==> src/rtl/div_pkg.sv <==
// Shared types for the iterative unsigned divider.
package div_pkg;

  typedef enum logic [1:0] {
    IDLE = 2'd0,
    CALC = 2'd1,
    DONE = 2'd2
  } div_state_e;

endpackage

==> src/rtl/div_step.sv <==
// One restoring-division step: shift in a dividend bit, subtract the divisor if it fits.
module div_step #(
  parameter int N = 16
) (
  input  logic [N:0]   rem_in,
  input  logic         dvd_bit,
  input  logic [N-1:0] divisor,
  output logic [N:0]   rem_out,
  output logic         q_bit
);

  logic [N+1:0] shifted;
  logic [N:0]   dsr_ext;
  logic         ge;

  always_comb begin
    shifted = {rem_in, dvd_bit};
    dsr_ext = {1'b0, divisor};
    // the top bit is a carry-out of the shift; if set the value certainly exceeds the divisor
    ge      = shifted[N+1] | (shifted[N:0] >= dsr_ext);
    q_bit   = ge;
    rem_out = ge ? (shifted[N:0] - dsr_ext) : shifted[N:0];
  end

endmodule

==> src/rtl/div.sv <==
// Iterative unsigned restoring divider, one quotient bit per clock, MSB first.
//
// state | meaning
// IDLE  | waiting for start
// CALC  | shifting/subtracting, one quotient bit per edge
// DONE  | quo/rem valid for one cycle; start may be accepted here
module div
  import div_pkg::*;
#(
  parameter int N = 16
) (
  input  logic         clk,
  input  logic         rst_n,
  input  logic         start,
  input  logic [N-1:0] inp1,
  input  logic [N-1:0] inp2,
  output logic         busy,
  output logic         done,
  output logic [N-1:0] quo,
  output logic [N-1:0] rem,
  output logic         dbz
);

  localparam int CW = $clog2(N+1);
  localparam logic [CW-1:0] CNT_LAST = CW'(N-1);

  div_state_e   state_q, state_d;
  logic [CW-1:0] cnt_q, cnt_d;
  logic [N:0]   prem_q, prem_d;
  logic [N-1:0] dvd_q, dvd_d;
  logic [N-1:0] dsr_q, dsr_d;
  logic [N-1:0] quo_q, quo_d;
  logic [N-1:0] rem_q, rem_d;
  logic         dbz_q, dbz_d;

  logic [N:0]   step_rem;
  logic         step_q;
  logic         accept;

  div_step #(.N(N)) u_step (
    .rem_in  (prem_q),
    .dvd_bit (dvd_q[N-1]),
    .divisor (dsr_q),
    .rem_out (step_rem),
    .q_bit   (step_q)
  );

  always_comb begin
    state_d = state_q;
    cnt_d   = cnt_q;
    prem_d  = prem_q;
    dvd_d   = dvd_q;
    dsr_d   = dsr_q;
    quo_d   = quo_q;
    rem_d   = rem_q;
    dbz_d   = dbz_q;
    accept  = start && (state_q != CALC);

    case (state_q)
      IDLE, DONE: begin
        if (state_q == DONE) state_d = IDLE;
        if (accept) begin
          dvd_d  = inp1;
          dsr_d  = inp2;
          prem_d = '0;
          cnt_d  = '0;
          if (inp2 == '0) begin
            state_d = DONE;
            quo_d   = '1;
            rem_d   = inp1;
            dbz_d   = 1'b1;
          end else begin
            state_d = CALC;
            dbz_d   = 1'b0;
          end
        end
      end
      CALC: begin
        // dividend register doubles as the quotient accumulator
        prem_d = step_rem;
        dvd_d  = {dvd_q[N-2:0], step_q};
        cnt_d  = cnt_q + CW'(1);
        if (cnt_q == CNT_LAST) begin
          state_d = DONE;
          quo_d   = {dvd_q[N-2:0], step_q};
          rem_d   = step_rem[N-1:0];
        end
      end
      default: state_d = IDLE;
    endcase
  end

  always_ff @(posedge clk or negedge rst_n) begin
    if (!rst_n) begin
      state_q <= IDLE;
      cnt_q   <= '0;
      prem_q  <= '0;
      dvd_q   <= '0;
      dsr_q   <= '0;
      quo_q   <= '0;
      rem_q   <= '0;
      dbz_q   <= 1'b0;
    end else begin
      state_q <= state_d;
      cnt_q   <= cnt_d;
      prem_q  <= prem_d;
      dvd_q   <= dvd_d;
      dsr_q   <= dsr_d;
      quo_q   <= quo_d;
      rem_q   <= rem_d;
      dbz_q   <= dbz_d;
    end
  end

  assign busy = (state_q == CALC);
  assign done = (state_q == DONE);
  assign quo  = quo_q;
  assign rem  = rem_q;
  assign dbz  = dbz_q;

endmodule

==> config.mk <==
export PLATFORM = sky130hd
export DESIGN_NAME = div
export DESIGN_NICKNAME = d
export VERILOG_FILES = /design/src/rtl/div_pkg.sv /design/src/rtl/div_step.sv /design/src/rtl/div.sv
export SDC_FILE = /design/constraint.sdc
export NUM_CORES = 1
export LEC_CHECK = 0
export BUFFER_PORTS_ARGS = -buffer_cell sky130_fd_sc_hd__buf_4
export CAP_MARGIN = 20
export CORE_MARGIN = 4
export CORE_UTILIZATION = 61
export CTS_BUF_LIST = sky130_fd_sc_hd__clkbuf_16
export CTS_CLUSTER_DIAMETER = 100
export DETAILED_ROUTE_END_ITERATION = 10
export GPL_TIMING_DRIVEN = 0
export PLACE_DENSITY_LB_ADDON = 0.05
export SYNTH_ARGS = -nofsm -noshare
export SYNTH_HDL_FRONTEND = slang
export SYNTH_HIERARCHICAL = 1
export SYNTH_SLANG_ARGS = --single-unit
==> constraint.sdc <==
create_clock -name clk -period 6.9 [get_ports clk]
set_input_delay 0 -clock clk [delete_from_list [all_inputs] [get_ports clk]]
set_output_delay 0 -clock clk [all_outputs]
set_load 0.005 [all_outputs]
# Word level (Yosys, flattened, before mapping)

Index checks and enable logic that the tools add are counted.
Widths: inputs -> output; s select.

Word-level logic and storage cells: 50
Input bits: 35
Register bits: 89
Output and inout bits: 35

Bitwise gates (word level): 1
Equal/unequal tests: 8
Add/sub/neg operators: 2
Order comparisons: 1
Reductions and logical operators: 9
Multiplexer cells: 21

Operators with widths:

| cell                | count |
|---|---|
| $mux 16             | 7 |
| $pmux 16 s2         | 3 |
| $mux 17             | 2 |
| $pmux 17 s2         | 1 |
| $ge 17x16->1        | 1 |
| $sub 17x16->17      | 1 |
| $logic_not 16->1    | 1 |
| $pmux 5 s2          | 1 |
| $mux 2              | 4 |
| $reduce_and 2->1    | 3 |
| $add 5x1->5 const B | 1 |
| $eq 5x4->1 const B  | 1 |
| $mux 5              | 1 |
| $ne 2x1->1 const B  | 2 |
| $ne 2x2->1 const B  | 2 |
| $pmux 2 s2          | 1 |
| $reduce_and 4->1    | 1 |
| $ne 3x3->1 const B  | 1 |
| $eq 2x1->1 const B  | 1 |
| $eq 2x2->1 const B  | 1 |
| $logic_not 2->1     | 1 |
| $reduce_bool 2->1   | 1 |
| $reduce_or 2->1     | 1 |
| $logic_and 1x1->1   | 1 |
| other kinds (2)     | 2 |

# Depth between registers and ports, before layout

Depth after elaboration: 5
Mapped depth: 13
Depth with buffers taken out: 12

# Cells and area by module

Netlist, hierarchy kept.

Modules (own cells, without submodules):

| module   | sequential area each (um^2) | times used | area an instance (um^2) | cells each |
|---|---|---|---|---|
| div      | 2,227.1                     | 1          | 3,746.1                 | 356 |
| div_step | 0.0                         | 1          | 1,241.2                 | 166 |

# Least setup slack after synthesis

OpenSTA, ideal clock, no wires.

Path kind: flip-flop to flip-flop
Start: reg dvd_q[15]
End: reg rem_q[12] (netlist: rem[12])
Required time: 6,775 ps
Arrival time: 2,699 ps
Buffers on the path: 0
Setup time: 125 ps
Setup slack: 4,076 ps
Cell stages (with the launch flop): 13
Clock period less this slack: 2,824 ps
Cells stage by stage: dfrtp_1 > inv_1 > ha_1 > fa_1 > nand2b_1 > a2111oi_4 > o21bai_2 > nor4bb_1 > or3_1 > mux2_4 > nand2_1 > nand2_1 > mux2_4

Word-level cells in the longest chain between the ends: 5
Elaborated cells between the ends (all ways): 6
Classes of those cells: add/sub (1); order compare (1); mux (3); bitwise (1)

Ends and longest elaborated chain:

| item                   | line           | source |
|---|---|---|
| from (decl)            | div.sv:30      | `logic [N-1:0] dvd_q, dvd_d;` |
| from (signal assigned) | div.sv:107     | `dvd_q <= dvd_d;` |
| $ge 17x16->1           | div_step.sv:20 | `ge = shifted[N+1] \| (shifted[N:0] >= dsr_ext);` |
| $or 1x1->1             | div_step.sv:20 |  |
| $mux 17 (*)            | div_step.sv:22 | `rem_out = ge ? (shifted[N:0] - dsr_ext) : shifted[N:0];` |
| named net step_rem[12] | div.sv:36      | `logic [N:0] step_rem;` |
| $mux 16 (*)            | div.sv:83      | `if (cnt_q == CNT_LAST) begin` |
| $pmux 16 s2 (*)        | div.sv:59      | `case (state_q)` |
| to (signal assigned)   | div.sv:110     | `rem_q <= rem_d;` |
| to (decl)              | div.sv:33      | `logic [N-1:0] rem_q, rem_d;` |

Mark *: on every way through the listed nets, which the timed path passes. The rest lies on a longest branch. The select of a mux whose other input is x is not followed.
A chain may end at the register's enable or synchronous reset.

# Worst setup path in the final report

Same ends and word-level chain as after synthesis.

==> flow_metrics.env <==
export IMPL_design_core_area_um2=7850
export IMPL_timing_max_transition_violations_final=0
export IMPL_min_delay_path_class="input pin to async pin"
export IMPL_num_nets_final=690
export IMPL_dr_first_iter_drc_count=266
export IMPL_skew_ns=0.00806
export IMPL_grt_first_pass_wirelength_mm=22.2
export IMPL_cts_sinks=89
export IMPL_maxSlewHeadroom=0.556
export IMPL_post_synth_num_cell_types=63
export IMPL_synth_top_cells_by_area="sky130_fd_sc_hd__dfrtp_1 (45%), sky130_fd_sc_hd__nand2_1 (11%), sky130_fd_sc_hd__ha_1 (4.5%)"
export IMPL_io_pins=70
export IMPL_setup_violations_final=0
export IMPL_rsz0062_at_grt="no"
export IMPL_initial_antenna_violation_count=0
export IMPL_stdcell_count=743
export IMPL_worstPathRequired_ns=7.13
export IMPL_drv_max_cap_violation_count=0
export IMPL_yosys_cell_count_top_type="sky130_fd_sc_hd__nand2_1"
export IMPL_fp_dieH_um=98.4
export IMPL_finalHoldWorstSlack_ns=0.0515
export IMPL_netlist_instances=522
export IMPL_clockRootBuffer="sky130_fd_sc_hd__clkbuf_16"
export IMPL_final_layout_size_suffix_gt1_frac=0.226
export IMPL_wl_per_cell_um=18.0
export IMPL_worst_path_max_fanout=3
export IMPL_tritoncts_num_buffers=9
export IMPL_max_stage_delay_ns=0.42
export IMPL_drt_drc_violations_left=0
export IMPL_grt_remaining_overflow=0
export IMPL_fmax_ghz=0.311
export IMPL_postSynthRegisterBits=89
export IMPL_hold_violations=0
export IMPL_detail_route_first_pass_iterations=4
export IMPL_gp_congestion=0.868
export IMPL_clk_insertion_delay_late_ns=0.34
export IMPL_final_min_period_over_clock_period=0.466
export IMPL_start_util=0.636
export IMPL_critical_path_startpoint_type="flop"
export IMPL_synthesis_area_um2=4990
export IMPL_hold_buffer_count_at_cts=33
export IMPL_route_final_wire_length_mm=13.4
export IMPL_setup_worst_path_class="flop to flop"
export IMPL_seq_area_frac_synth=0.447
export IMPL_finalWorstPathRequiredPeriod_ns=3.22
export IMPL_cts_setup_buffers=0
export IMPL_reg2reg_slack_ns=3.68
export IMPL_via_count=4346
export IMPL_first_global_vias=4545
export IMPL_ys_flop_type="sky130_fd_sc_hd__dfrtp_1"
export IMPL_dp_hpwl_mm=9.39
export IMPL_grt_use_total=0.281
export IMPL_ir_drop_v=0.000310
export IMPL_crit_path_cell_trace="inv_1 -> ha_1 -> fa_1 -> nand2b_1 -> a2111oi_4 -> o21bai_2 -> nor4bb_1 -> or3_1 -> mux2_4 -> nand2_1 -> nand2_1 -> mux2_4"
export IMPL_syn2layout_area_growth_pct=26.1
export IMPL_worst_path_arrival_ns=3.45
export IMPL_outcome="finished, final reports clean"
export IMPL_grt_start_max_net_pins=90
export IMPL_synth_enable_flop_cells=0
export IMPL_synth_cells_most_frequent="sky130_fd_sc_hd__nand2_1 (141), sky130_fd_sc_hd__dfrtp_1 (89), sky130_fd_sc_hd__nor2_1 (30), sky130_fd_sc_hd__inv_1 (23), sky130_fd_sc_hd__ha_1 (18)"
export IMPL_ctsHtreeMaxLevel=3
export IMPL_cts_tree="yes"
export IMPL_p_total_w=0.00360
export IMPL_ys_warnings_count=6
export IMPL_antenna_cells_inserted=0
export IMPL_worstSetupEndpointType="flop"
export IMPL_syn_area_per_cell_um2=9.55
export IMPL_synth_area_leader_cell="sky130_fd_sc_hd__dfrtp_1"
export IMPL_placement_io_buffers=69
export IMPL_layout_filler_cell_count=520
export IMPL_utilization_after_layout=0.801
export IMPL_ant_nets=0
export IMPL_die_area_um2=9690
export IMPL_fp_row_count=32
export IMPL_timing_setup_tns_ns=0
export IMPL_power_per_cell_area_nw_per_um2=572
export IMPL_floorplan_die_width_um=98.4
export IMPL_asyncSetResetFlopFracSynth=1.00
export IMPL_post_cts_clock_slew_at_the_launch_and_capture_registers_of_the_worst_setup_and_hold_paths_ns=0.07
export IMPL_routed_via_density=5.85
export IMPL_clock_path_buffers=2
export IMPL_post_cts_resized=0
export IMPL_worstMarginPinSlew_ns=0.666
export IMPL_crit_slowest_cell="sky130_fd_sc_hd__a2111oi_4"
export IMPL_synth_top_cell_area_share=0.447
export IMPL_dp_cells=693
export IMPL_synth_fp_nets=576
export IMPL_p_leak_nw=2.99
worst max-delay path, delay by kind of cell (launching register included):
family / cells / cell delay (ns)
buffers and inverters: 1 / 0.08
AOI/OAI and AO/OA: 2 / 0.59
muxes: 2 / 0.54
DFF: 1 / 0.36
and+or+nand+nor: 5 / 0.89
adders and majority gates: 2 / 0.64
logic make-up after synthesis:
family	Yosys count	share of synthesized area
buf+inv	52	0.0547
simple gates	212	0.190
flops	89	0.447
fa+ha+maj	19	0.0492
mux	29	0.0755
xor+xnor	9	0.0158
compound gates	112	0.168
cells in the final DEF (no fill, tap or decap), types with 7 or more instances in the layout:
| master | n |
|---|---|
| sky130_fd_sc_hd__mux2_2 | 11 |
| sky130_fd_sc_hd__a22o_1 | 17 |
| sky130_fd_sc_hd__a31oi_1 | 17 |
| sky130_fd_sc_hd__nand2_1 | 141 |
| sky130_fd_sc_hd__nor2_1 | 30 |
| sky130_fd_sc_hd__clkbuf_16 | 9 |
| sky130_fd_sc_hd__o22a_1 | 15 |
| sky130_fd_sc_hd__mux2_4 | 14 |
| sky130_fd_sc_hd__a21oi_1 | 14 |
| sky130_fd_sc_hd__clkbuf_1 | 10 |
| sky130_fd_sc_hd__inv_1 | 25 |
| sky130_fd_sc_hd__nand3_1 | 7 |
| sky130_fd_sc_hd__dlygate4sd3_1 | 33 |
| sky130_fd_sc_hd__o21ai_0 | 17 |
| sky130_fd_sc_hd__buf_4 | 70 |
| sky130_fd_sc_hd__ha_1 | 18 |
| sky130_fd_sc_hd__dfrtp_1 | 89 |
| sky130_fd_sc_hd__buf_2 | 10 |
layout make-up:
cell class                 count  area (um2)  area share
inverter                      24        90.1      0.0143
buffer                        28         183      0.0290
clock buffer                   9         225      0.0358
tap                          102         128      0.0203
sequential                    89        2230       0.354
timing repair buffer         103         876       0.139
multi-input combinational    381        2490       0.396
clock inverter                 7        72.6      0.0115
worst paths after layout:
kind,to,from,cells past startpoint
setup / recovery,rem[12],dvd_q[15],12
hold / removal,dsr_q[9],rst_n,2
setup reg to reg,rem[12],dvd_q[15],12
hold reg to reg,dsr_q[11],dsr_q[11],2
max in group asynchronous,prem_q[7],rst_n,3
min in group clk,dvd_q[0],start,5
power breakdown:
group / switching, W / internal [W]
registers: 0.000174 / 0.000761
clock network: 0.000211 / 0.000281
logic: 0.00116 / 0.00101
state kept, by name, indices dropped and copies added, names as in the netlist:
name     flops
cnt_q        5
dbz          1
dsr_q       16
dvd_q       16
prem_q      17
quo         16
rem         16
state_q      2
through the flow:
step,setup slack (ns),instance area [um2]
after floorplan,4.08,4990
after global placement,3.77,5630
after detailed placement,3.76,5630
after CTS,3.71,6260
after global routing,3.60,6290
final,3.68,6290
metal layers:
layer  GRT usage  vias to the layer above  share of wire
li1            -                     2044              -
met1       0.377                     2153           0.45
met2       0.479                      130           0.49
met3      0.0460                       19          0.044
met4      0.0683                        0          0.014
met5           0                        -              0
Power figures use the tool's default switching activity.
